===== src/rtl/icache_fill_if.sv =====
// icache_fill_if -- bundles the datapath-side and memory-controller-side
// signals of the instruction cache fill block.
//   slave  modport : the cache (icache_fill)
//   master modport : whatever drives the cache (datapath + memory controller)
// Datapath side : imemREN, imemaddr, flush -> cache ; ihit, imemload <- cache
// Memory side   : iREN, iaddr <- cache ; iwait, iload -> cache
interface icache_fill_if;
    logic        imemREN;
    logic [31:0] imemaddr;
    logic        flush;
    logic        ihit;
    logic [31:0] imemload;
    logic        iREN;
    logic [31:0] iaddr;
    logic        iwait;
    logic [31:0] iload;

    modport slave (
        input  imemREN, imemaddr, flush, iwait, iload,
        output ihit, imemload, iREN, iaddr
    );

    modport master (
        output imemREN, imemaddr, flush, iwait, iload,
        input  ihit, imemload, iREN, iaddr
    );
endinterface


===== src/rtl/icache_fill.sv =====
// icache_fill -- direct-mapped, one-word-per-frame instruction cache with a
// single outstanding fill to the memory controller.
// Ports:
//   CLK, RST       clock and synchronous active-high reset
//   bus            icache_fill_if.slave (datapath request/response and
//                  memory controller read channel)
//   hit_count      saturating count of cycles with ihit asserted
//   miss_count     saturating count of IDLE->FETCH transitions
//
// state | meaning
// ------+-----------------------------------------------------------
// IDLE  | serve hits combinationally; a miss launches a fetch
// FETCH | iREN asserted for the current address until iwait drops
module icache_fill #(
    parameter int NSETS = 16
) (
    input  logic        CLK,
    input  logic        RST,
    icache_fill_if.slave bus,
    output logic [15:0] hit_count,
    output logic [15:0] miss_count
);
    localparam int IW = $clog2(NSETS);
    localparam int TW = 30 - IW;

    typedef enum logic {IDLE, FETCH} state_t;

    state_t          state, next_state;
    logic [NSETS-1:0] valid;
    logic [TW-1:0]   tag_arr  [NSETS];
    logic [31:0]     data_arr [NSETS];

    logic [IW-1:0]   index;
    logic [TW-1:0]   tag;
    logic            hit;
    logic            ihit_c;
    logic            iren_c;
    logic            fill;
    logic            miss_start;
    logic            unused_offset;

    assign index = bus.imemaddr[IW+1:2];
    assign tag   = bus.imemaddr[31:IW+2];
    assign unused_offset = ^bus.imemaddr[1:0];

    assign hit    = bus.imemREN && valid[index] && (tag_arr[index] == tag);
    assign ihit_c = hit && !bus.flush && !RST;

    assign bus.ihit     = ihit_c;
    assign bus.imemload = ihit_c ? data_arr[index] : 32'h0;
    assign bus.iREN     = iren_c;
    // Fetch always follows the live address, so a retarget during FETCH
    // simply changes what gets filled.
    assign bus.iaddr    = {bus.imemaddr[31:2], 2'b00};

    always_ff @(posedge CLK) begin
        if (RST)
            state <= IDLE;
        else
            state <= next_state;
    end

    always_comb begin
        next_state = state;
        iren_c     = 1'b0;
        fill       = 1'b0;
        miss_start = 1'b0;
        case (state)
            IDLE: begin
                if (bus.imemREN && !hit && !bus.flush) begin
                    next_state = FETCH;
                    miss_start = 1'b1;
                end
            end
            FETCH: begin
                if (bus.flush || !bus.imemREN) begin
                    next_state = IDLE;
                end else begin
                    iren_c = 1'b1;
                    if (!bus.iwait) begin
                        fill       = 1'b1;
                        next_state = IDLE;
                    end
                end
            end
            default: next_state = IDLE;
        endcase
        // Reset wins over everything, including a fill landing this edge.
        if (RST) begin
            iren_c     = 1'b0;
            fill       = 1'b0;
            miss_start = 1'b0;
        end
    end

    always_ff @(posedge CLK) begin
        if (RST)
            valid <= '0;
        else if (bus.flush)
            valid <= '0;
        else if (fill)
            valid[index] <= 1'b1;
    end

    // Tag/data need no reset: a frame is only ever read behind its valid bit.
    always_ff @(posedge CLK) begin
        if (fill) begin
            tag_arr[index]  <= tag;
            data_arr[index] <= bus.iload;
        end
    end

    always_ff @(posedge CLK) begin
        if (RST) begin
            hit_count  <= 16'h0;
            miss_count <= 16'h0;
        end else begin
            if (ihit_c && hit_count != 16'hFFFF)
                hit_count <= hit_count + 16'h1;
            if (miss_start && miss_count != 16'hFFFF)
                miss_count <= miss_count + 16'h1;
        end
    end
endmodule


===== src/flat_wrapper.sv =====
// flat-port wrapper written by rule: the top's interface ports become plain ports
module icache_fill_flat 
#(
    parameter int NSETS = 16
)
  (CLK, RST, hit_count, miss_count, bus_imemREN, bus_imemaddr, bus_flush, bus_iwait, bus_iload, bus_ihit, bus_imemload, bus_iREN, bus_iaddr);
  icache_fill_if bus_i ();
  input  logic CLK;
  input  logic RST;
  output logic [15:0] hit_count;
  output logic [15:0] miss_count;
  input wire logic [$bits(bus_i.imemREN)-1:0] bus_imemREN;
  input wire logic [$bits(bus_i.imemaddr)-1:0] bus_imemaddr;
  input wire logic [$bits(bus_i.flush)-1:0] bus_flush;
  input wire logic [$bits(bus_i.iwait)-1:0] bus_iwait;
  input wire logic [$bits(bus_i.iload)-1:0] bus_iload;
  output wire logic [$bits(bus_i.ihit)-1:0] bus_ihit;
  output wire logic [$bits(bus_i.imemload)-1:0] bus_imemload;
  output wire logic [$bits(bus_i.iREN)-1:0] bus_iREN;
  output wire logic [$bits(bus_i.iaddr)-1:0] bus_iaddr;
  assign bus_i.imemREN = bus_imemREN;
  assign bus_i.imemaddr = bus_imemaddr;
  assign bus_i.flush = bus_flush;
  assign bus_i.iwait = bus_iwait;
  assign bus_i.iload = bus_iload;
  assign bus_ihit = bus_i.ihit;
  assign bus_imemload = bus_i.imemload;
  assign bus_iREN = bus_i.iREN;
  assign bus_iaddr = bus_i.iaddr;
  icache_fill #(.NSETS(NSETS)) u_core (.CLK(CLK), .RST(RST), .bus(bus_i), .hit_count(hit_count), .miss_count(miss_count));
endmodule

===== config.mk =====
export PLATFORM = sky130hd
export DESIGN_NAME = icache_fill_flat
export DESIGN_NICKNAME = d
export VERILOG_FILES = /design/src/rtl/icache_fill_if.sv /design/src/rtl/icache_fill.sv /design/src/flat_wrapper.sv
export SDC_FILE = /design/constraint.sdc
export NUM_CORES = 1
export LEC_CHECK = 0
export CAP_MARGIN = 40
export CORE_MARGIN = 4
export CORE_UTILIZATION = 40
export CTS_CLUSTER_DIAMETER = 100
export CTS_CLUSTER_SIZE = 12
export DETAILED_ROUTE_END_ITERATION = 12
export PLACE_DENSITY = 0.56
export SETUP_SLACK_MARGIN = 0.4
export SLEW_MARGIN = 10
export SYNTH_ARGS = -nofsm -noshare
export SYNTH_HDL_FRONTEND = slang
export SYNTH_SLANG_ARGS = --single-unit

===== constraint.sdc =====
create_clock -name CLK -period 9.55 [get_ports CLK]
set_input_delay 2.865 -clock CLK [delete_from_list [all_inputs] [get_ports CLK]]
set_output_delay 2.865 -clock CLK [all_outputs]
set_load 0.05 [all_outputs]

Word-level counts from Yosys, hierarchy flattened
Memory sizes are Yosys's and may differ from the RTL's.
Index checks and enable logic that the tools add are counted.
{"block": "word_totals", "ram_bits": 928, "n_memories": 2, "ff_bits": 49, "output_inout_bits": 98}
{"block": "classes", "eq_ne": 3, "magnitude_cmp": 2, "muxes": 20, "n_reduce_logical": 15, "n_bitwise": 2, "n_addsub": 2}
{"name": "u_core.data_arr", "words": 16, "word_bits": 32, "read_ports": 1, "rd_ports_with_merged_regs": 0, "write_ports": 1, "line": "icache_fill.sv:31", "source": "logic [31:0] data_arr [NSETS];"}
{"name": "u_core.tag_arr", "words": 16, "word_bits": 26, "read_ports": 1, "rd_ports_with_merged_regs": 0, "write_ports": 1, "line": "icache_fill.sv:30", "source": "logic [TW-1:0] tag_arr [NSETS];"}
{"op": "adder 16 x 1 -> 16 bit, second input constant", "count": 2}
{"op": "2-to-1 mux 32 bit", "count": 1}
{"op": "inequality test 16 bit, second input constant", "count": 2}
{"op": "== test 26 bit", "count": 1}
{"op": "2-to-1 mux 1 bit", "count": 16}
{"op": "OR 16 bit", "count": 1}
{"op": "logical AND 1 bit", "count": 9}
{"op": "< comparator 4 x 5 -> 1 bit, second input constant", "count": 1}
{"op": "binary-select mux 1 bit (select 4 bit)", "count": 1}
{"op": "demux 1 bit (select 4 bit)", "count": 1}
{"op": ">= comparator 4 x 1 -> 1 bit, second input constant", "count": 1}
{"op": "logical NOT 1 bit", "count": 4}
{"op": "one-hot mux 1 bit (2 select lines)", "count": 1}
{"op": "OR reduction 2 bit", "count": 1}
{"op": "logical OR 1 bit", "count": 1}
{"op": "NOT 1 bit", "count": 1}

Depth between registers and ports, before layout
{"block": "depth", "word_depth": 11, "depth_mapped": 15, "depth_no_buf": 9}

Worst setup path after synthesis
No wires, ideal clock.
{"block": "synth_timing", "kind": "input to output", "start": "input bus_imemaddr[3]", "end": "output bus_imemload[10]", "cell_stages": 13, "t_required_ns": 6.685, "arrival_ns": 6.064, "setup_slack_ns": 0.621, "cell_sequence": "buf_6 buf_8 buf_12 mux4_2 mux2i_1 xor2_1 a32oi_1 o21bai_1 a2111oi_4 nand4_4 or2_1 buf_2 nor2b_1"}
{"block": "synth_via", "elab_chain_len": 7, "elab_cells_between_ends": 10}
{"item": "start: declaration", "line": "flat_wrapper.sv:13", "source": "input wire logic [$bits(bus_i.imemaddr)-1:0] bus_imemaddr;"}
{"item": "branches (longest 6 deep; another with memory read (16 x 26 bit))"}
{"item": "2-to-1 mux 32 bit (*)", "line": "icache_fill.sv:50", "source": "assign bus.imemload = ihit_c ? data_arr[index] : 32'h0;"}
{"item": "end: declaration", "line": "flat_wrapper.sv:18", "source": "output wire logic [$bits(bus_i.imemload)-1:0] bus_imemload;"}
Mark *: on every way between the ends. The select of a mux whose other input is x is not followed.

Final worst setup path
{"block": "layout_timing", "start": "input bus_imemaddr[3]", "end": "output bus_imemload[1]"}
Same word-level chain as after synthesis.

==> reports/qor.yml <==
status: "complete, no violations"
post-route-period-util_pct: 94.3
cts_buffer_depth: 3
area_delta_synth_final_pct: 16.8
avgSynthCellArea_um2: 20.9
cts.htree.levels: 3
ant_nets: 0
synth_area_um2: 39000
dpl-instance-area_um2: 42800
vdd_drop_max_uv: 139
syn-instance-count: 1869
drtIter0Drc: 1696
postLayoutCellArea_um2: 45500
synth_flop_cell: "edfxtp_1"
final_cell_mix: "928 x edfxtp_1, 222 x mux4_2, 125 x clkdlybuf4s50_1"
wl_mm: 92.7
path_class: "in2out"
nets: 2194
cp-start-kind: "primary input"
placedCellCount: 3294
clkLatencyLatePin_ps: 650
power_mw: 8.36
start_util_pct: 40.3
synth-edff-count: 928
cts_made_buffers: 91
final_hold_viol_count: 0
worst_pin_slew_ps: 911
clk_pin_slew_ps: 60
crit_chain: "buf_16 -> buf_16 -> mux4_2 -> mux2i_2 -> xor2_1 -> a32oi_1 -> o21bai_1 -> a2111oi_4 -> nand4_4 -> or2_4 -> buf_12 -> nor2b_2 -> buf_4 -> buf_12"
drt_first_pass_iters: 5
layout-drive-gt1-share_pct: 25.3
grt_pass1_vias: 19800
period_needed_ps: 9010
die_h_um: 320
port_buffers: 162
avgRoutedWirePerCell_um: 27.1
fin_tns_setup_ps: 0
grt_pass1_wl_mm: 136
grt_max_degree: 47
place.gp.congestion: 0.748
p_leak_nw: 14.4
vias_per_cell: 5.61
io_pins: 167
cp-end-kind: "primary output"
dp_hpwl_mm: 52.7
clock.fmax_mhz: 111
grt_usage_pct: 17.9
die_w_um: 320
num_vias: 19200
setup_viol: 0
cts_root_buffer: "clkbuf_16"
cp_slowest_cell: "mux4_2"
finalClockSkew_ps: 25.7
rows: 114
rsz0062_at_grt: "no"
yosysWarnings: 0
cts_sinks: 977
slowest_delay_ps: 530
cp_max_fo: 33
postCtsHoldBufs: 0
async_flop_share_pct: 0
fin_cells: 3424
cp.arrival_ps: 6140
drv_slew: 0
core_area_um2: 96700
antenna_found_initial: 3
grt_overflow: 0
dieArea_um2: 103000
drc_errors: 0
cp.required_ps: 6690
cts_tree: "done"
yosysSeqAreaShare_pct: 74.0
hold_class: "reg2reg"
drv_cap: 0
ys_seq_elements: 977
ys_types: 86
powerDensity_nw_per_um2: 184
relSlewSlack_pct: 39.3
final_common_cell: "edfxtp_1"
==> per-layer routing <==
| layer | vias to the layer above | wire, um | part of all wire, % | GRT usage [%] |
|---|---|---|---|---|
| met5 | - | 27 | 0.029 | 0 |
| met1 | 10300 | 40200 | 43 | 25.3 |
| met3 | 126 | 5040 | 5.4 | 2.96 |
| met2 | 590 | 45400 | 49 | 29.4 |
| met4 | 4 | 1980 | 2.1 | 4.54 |
| li1 | 8228 | - | - | - |
==> sequential cells by signal, summed over array words and instances (netlist names) <==
register and cells:
u_core.data_arr 512, u_core.hit_count 16, u_core.miss_count 16, u_core.state 1
u_core.tag_arr 416, u_core.valid 16
==> final cells by class <==
class,count,area (um^2)
Clock inverter,7,126
Fill cell,8067,51200
Timing Repair Buffer,284,3240
Multi-Input combinational cell,754,9330
Antenna cell,2,5.00
Tap cell,1276,1600
Clock buffer,109,2340
Sequential cell,977,28800
Inverter,15,56.3
==> cell usage after synthesis, types with 6 or more instances <==
master | n | area share, %
o21a_1 | 21 | 0.40
a21oi_1 | 26 | 0.33
clkbuf_1 | 35 | 0.34
mux4_1 | 13 | 0.88
a22oi_1 | 16 | 0.31
nor2b_1 | 41 | 0.66
nor3_1 | 8 | 0.10
or4_1 | 8 | 0.15
buf_6 | 14 | 0.40
a22o_1 | 8 | 0.18
mux2_2 | 12 | 0.35
nand2_1 | 40 | 0.39
buf_4 | 39 | 0.75
xnor2_1 | 25 | 0.56
dfxtp_1 | 49 | 2.5
edfxtp_1 | 928 | 71
buf_12 | 9 | 0.46
buf_2 | 17 | 0.22
o21ai_0 | 14 | 0.18
o22ai_1 | 10 | 0.16
nand2b_1 | 8 | 0.13
buf_1 | 8 | 0.077
nand3_1 | 23 | 0.30
o31ai_1 | 6 | 0.12
or3_1 | 10 | 0.16
inv_1 | 13 | 0.13
nand4_1 | 7 | 0.11
and3_1 | 7 | 0.11
nor4_1 | 8 | 0.13
nor2_1 | 35 | 0.34
a221oi_2 | 6 | 0.23
mux2i_1 | 93 | 2.4
mux4_2 | 222 | 13
==> through the flow <==
stage          worst slack [ps]  hold WS [ps]  utilization, %
2_1_floorplan               621           432               -
3_3_place_gp                161           439            44.1
3_5_place_dp                115           450            44.3
4_1_cts                     433           464            47.0
5_1_grt                     430           481            47.1
6_report                    545           461            47.1
==> cells by family (layout without fill, tap and decap cells) <==
group | after synthesis | in the layout | share of synthesized area, %
compound gates | 151 | 151 | 2.99
xor+xnor | 30 | 30 | 0.674
fa+ha+maj | 2 | 2 | 0.0642
buf+inv | 139 | 415 | 2.47
flops | 977 | 977 | 74.0
mux | 342 | 342 | 16.5
other cells | 1 | 4 | 0.00962
simple gates | 227 | 227 | 3.31
==> power breakdown <==
part	switching, mW	internal [mW]	total (mW)
clock network	1.48	1.73	3.20
registers	0.000890	4.69	4.69
logic	0.267	0.210	0.476
==> path summary, 6_finish.rpt <==
path / from / endpoint / slack [ps] / cells after the start
worst min-delay path: u_core.valid[3]$_SDFFE_PP0P_ / u_core.valid[3]$_SDFFE_PP0P_ / 460 / 1
worst max-delay path: bus_imemaddr[3] / bus_imemload[1] / 540 / 14
worst max register to register: u_core.tag_arr[7][18]$_DFFE_PP_ / u_core.miss_count[15]$_SDFFE_PP0P_ / 5460 / 8
worst min register to register: u_core.valid[3]$_SDFFE_PP0P_ / u_core.valid[3]$_SDFFE_PP0P_ / 460 / 1
==> worst max-delay path, delay by kind of cell <==
family	cells	cell delay, ps
buffers and inverters	5	850
AOI/OAI and AO/OA	3	730
muxes	2	720
and+or+nand+nor	3	660
xor gates and xnor gates	1	240
==> what timing repair did <==
action / 4_1_cts / 5_1_grt
pin swaps: 3 / 4
setup buffers: 6 / 4
endpoints found under the setup margin: 33 / 32
gates resized for setup: 9 / 12
cloned: 1 / 1
Power figures use the tool's default switching activity.
